==> config.mk <==
export PLATFORM = sky130hd
export DESIGN_NAME = decoder_2to4_reg
export DESIGN_NICKNAME = d
export VERILOG_FILES = /design/src/rtl/decoder_2to4_reg.sv
export SDC_FILE = /design/constraint.sdc
export NUM_CORES = 1
export LEC_CHECK = 0
export ABC_AREA = 1
export CAP_MARGIN = 25
export CORE_AREA = 2 2 39 41
export CTS_BUF_LIST = sky130_fd_sc_hd__clkbuf_2 sky130_fd_sc_hd__clkbuf_4 sky130_fd_sc_hd__clkbuf_8
export DETAILED_ROUTE_END_ITERATION = 16
export DIE_AREA = 0 0 41 43
export PLACE_DENSITY = 0.45
export SLEW_MARGIN = 20
export SYNTH_ARGS = -nofsm -noshare
export SYNTH_HDL_FRONTEND = slang
export SYNTH_SLANG_ARGS = --single-unit
==> constraint.sdc <==
create_clock -name clk -period 0.8 [get_ports clk]
set_clock_uncertainty 0.15 [all_clocks]
set_input_delay 0.2 -clock clk [delete_from_list [all_inputs] [get_ports clk]]
set_output_delay 0.2 -clock clk [all_outputs]
set_load 0.02 [all_outputs]
==> src/rtl/decoder_2to4_reg.sv <==
// Registered 2-to-4 line decoder with active-high enable and optional output inversion.
// Optional sticky per-line hit flags are built when DECODER_2TO4_HIT_TRACK_EN is defined.
module decoder_2to4_reg #(
  parameter int ACTIVE_LOW = 0
) (
  input  logic       clk,
  input  logic       rst,
  input  logic [1:0] A,
  input  logic       E,
`ifdef DECODER_2TO4_HIT_TRACK_EN
  input  logic       hit_clr,
  output logic [3:0] hit,
`endif
  output logic [3:0] D,
  output logic       D_valid
);

  // Inactive level of every D line; the asserted line is its complement.
  localparam logic [3:0] IDLE_LEVEL = (ACTIVE_LOW != 0) ? 4'b1111 : 4'b0000;

  logic [3:0] dec_logic;
  logic [3:0] dec_phys;

  always_comb begin
    dec_logic = 4'b0000;
    if (E) begin
      dec_logic[A] = 1'b1;
    end
    dec_phys = dec_logic ^ IDLE_LEVEL;
  end

  // D_valid is a plain valid flag with no back-pressure: it is high for
  // exactly the cycles in which D carries an asserted line.
  always_ff @(posedge clk or posedge rst) begin
    if (rst) begin
      D       <= IDLE_LEVEL;
      D_valid <= 1'b0;
    end else begin
      D       <= dec_phys;
      D_valid <= E;
    end
  end

`ifdef DECODER_2TO4_HIT_TRACK_EN
  // Clear and set in one edge: a line decoded alongside hit_clr survives.
  always_ff @(posedge clk or posedge rst) begin
    if (rst) begin
      hit <= 4'b0000;
    end else begin
      hit <= (hit_clr ? 4'b0000 : hit) | dec_logic;
    end
  end
`endif

endmodule

==> results list <==
* Vias: 134
* Peak ir drop on the vdd network: 459 µV
* Layout fillers: 145
- Share of cell area taken by muxes after synthesis: 0%
* Largest area contributor in the synthesized netlist: dfrtp_1
- Element type at the critical path start: register
- Sequential element share of the synthesized area: roughly 80%
* CTS max path bufs: 2
- Setup repair after global routing could not meet its margin everywhere.
* Synthesized area: 159 µm²
- Length of the first detailed-routing pass in iterations: 4
- Antenna Cells: 0
- Post-synthesis xor/xnor area fraction: 0%
- Yosys printed 0 warnings.
- In the final routed layout, each cell accounts on average for approximately 7.2 µm.
- H-tree depth: 1
* Critical-path cell with the highest stage delay: dfrtp_1
- After Yosys synthesis, full adders, half adders and majority gates account for 0% of the synthesized area.
- At the end of routability-driven placement, the weighted congestion stood at approximately 0.67.
* Top sig layer: met3
- Clock tree synthesis inserted a total of 3 buffers.
* Largest family of logic cells by synthesized area: simple AND/OR/NAND/NOR gates
* Synth Net Count: 19
- In this run, distinct cell masters in the synthesized netlist total 4.
* Post-detail-place hpwl: 250 µm
* Run status: complete, but fails checks
- The initialized floorplan defines 14 standard-cell rows.
- Required arrival time at the worst endpoint: 0.45 ns
- The number of antenna violations at the first check in global routing came to 0.
- For the pin with the worst max-slew slack, the measured transition is 0.187 ns.
- Post-layout net count: 33
* Number of synthesized register bits: 5
- Using the TritonRoute via totals, the vias-per-cell ratio works out to around 3.1.
- For the finished layout, the period the worst path requires is 1.08 ns.
* Share of final-layout standard cells stronger than drive strength 1: between 30 and 40%
- CP Class: reg -> out
- For this design the top-level I/O count stands at 10.
- Post-synthesis to final-layout area growth: 89.8%
* Number of hold-slack violations in the final timing report: 0
- OpenSTA, run right after detailed placement, puts the worst setup slack at -0.462 ns.
- After detailed routing, the number of remaining DRC violations is 0.
- The via count of the first global-routing pass was around 140.
* ANT nets after route: 0
- Failing checks: negative setup slack
* Height of the chip: 43 µm
* CP max FO: 1
- Across all setup checks in the final design, the least slack found is -0.282 ns.
- Dividing the final minimum period by the clock period gives 135%.
- In this run the power density over the cells is around 2200 nW/µm².
* Post-cts hold buffer count: 0
- After clock tree synthesis, the clock-pin slew on the worst setup and hold paths is roughly 0.04 ns.
- Area fraction in and, or, nand and nor cells after synthesis: 14.2%
* Max-cap violations: 0
- TritonCTS clock tree: yes
* Area share of the leading cell type in the synthesized netlist: 78.7%
- Most used cells in the layout excluding fill and tap cells: dfrtp_1 (5), buf_6 (5), nor2_1 (4), clkbuf_4 (4)
- Final slew viol count: 0
* Path category of the worst min-delay check: in -> async
* Kind of cell adding the most delay to the critical path: flip-flops
- Together, buffers and inverters on the worst path number 1.
- For the final routed database, the setup TNS stands at -1.40 ns.
- Core region area: 1380 µm²
- Root buffer selected by CTS: clkbuf_4
* Reported leakage power: 0.163 nW
- Input and output buffers added on the ports amount to 9.
* Total of endpoints with negative setup slack in the final report: 5
- In this run the tightest slew margin relative to its limit is 87.5%.
* First DRT Iteration DRCs: 5
- Met3 wire len: 68 µm
- Final wirelength: 311 µm
- Cell-by-cell listing of the critical path: buf_6
- After synthesis, the cell types taking the most area are dfrtp_1 (79%), nor2_1 (9.4%), inv_1 (7.1%), nand2_1 (4.7%).
- Die area: 1760 µm²
- The synthesized netlist devotes 0% of its cell area to compound gates.
- Total congestion overflow: 0
* Fmax: 924 MHz
* Gr usage total: 5.16%
- The average instance in the mapped netlist occupies 11.4 µm².
- Clock Sinks: 5
- The first global-routing pass estimated between 500 and 600 µm of wire.
- Cells after Synth: 14
- For this configuration, the core starts out at a cell density of 11.5%.
* CP endpoint kind: output port
- Tracing the worst setup path back leads to its startpoint at D[1]$_DFF_PP0_.
- Data on the critical path arrives at its endpoint at 0.73 ns.
- Critical path's largest stage delay: 0.37 ns
- Entering global routing, the biggest net connects 6 pins.
- Wire length on met2: 118 µm
- Setup Fix Bufs, Post-CTS: 0
- The die is 41 µm wide.
- Met1 wire length: about 130 µm
area by class of cell:
cell class | count | area, µm² | area share [%]
Clock buffer | 4 | 30.0 | 9.96
Sequential cell | 5 | 125 | 41.5
Inverter | 3 | 11.3 | 3.73
Tap cell | 16 | 20.0 | 6.64
Multi-Input combinational cell | 6 | 22.5 | 7.47
Timing Repair Buffer | 9 | 92.6 | 30.7
worst max-delay path by stage:
stage                         end  slack, ns  cells after the start
after floorplan              D[0]       0.03                      0
after global placement       D[1]      -0.45                      1
after detailed placement  D_valid      -0.46                      1
after CTS                 D_valid      -0.30                      1
after global routing         D[2]      -0.31                      1
final                        D[1]      -0.28                      1
metal layers:
layer | vias to the layer above | track usage (%)
met2 | 10 | 5.94
met5 | - | 0
li1 | 65 | -
met3 | 0 | 3.14
met1 | 59 | 4.61
met4 | 0 | 8.00
Yosys cell counts:
master / n
dfrtp_1: 5
inv_1: 3
nand2_1: 2
nor2_1: 4
sequential cells by signal, indices dropped and copies added (netlist names):
name and flops:
D 4, D_valid 1
power by group:
group	switching (mW)	total [mW]	internal, mW
Clock	0.0951	0.317	0.222
Sequential	0.00456	0.269	0.264
Combinational	0.0337	0.0682	0.0345
logic make-up (layout without fill, tap and decap cells):
group / after synthesis / after routing
AND/OR/NAND/NOR: 6 / 6
flip-flops: 5 / 5
buffers and inverters: 3 / 16
metrics by stage:
step	hold WS, ns	util, %	cell area, µm²	total power [mW]	instances
2_1_floorplan	-0.171	-	159	0.297	14
3_3_place_gp	0.258	19.4	269	0.340	39
3_5_place_dp	0.269	19.4	269	0.343	39
4_1_cts	0.0134	21.8	302	0.669	43
5_1_grt	0.0409	21.8	302	0.691	43
6_report	0.0143	21.8	302	0.654	43
what timing repair did:
item	in CTS	in global routing
resized for setup	33	0
endpoints found under the hold margin	0	0
setup endpoints to repair	9	5
Power figures use the tool's default switching activity.
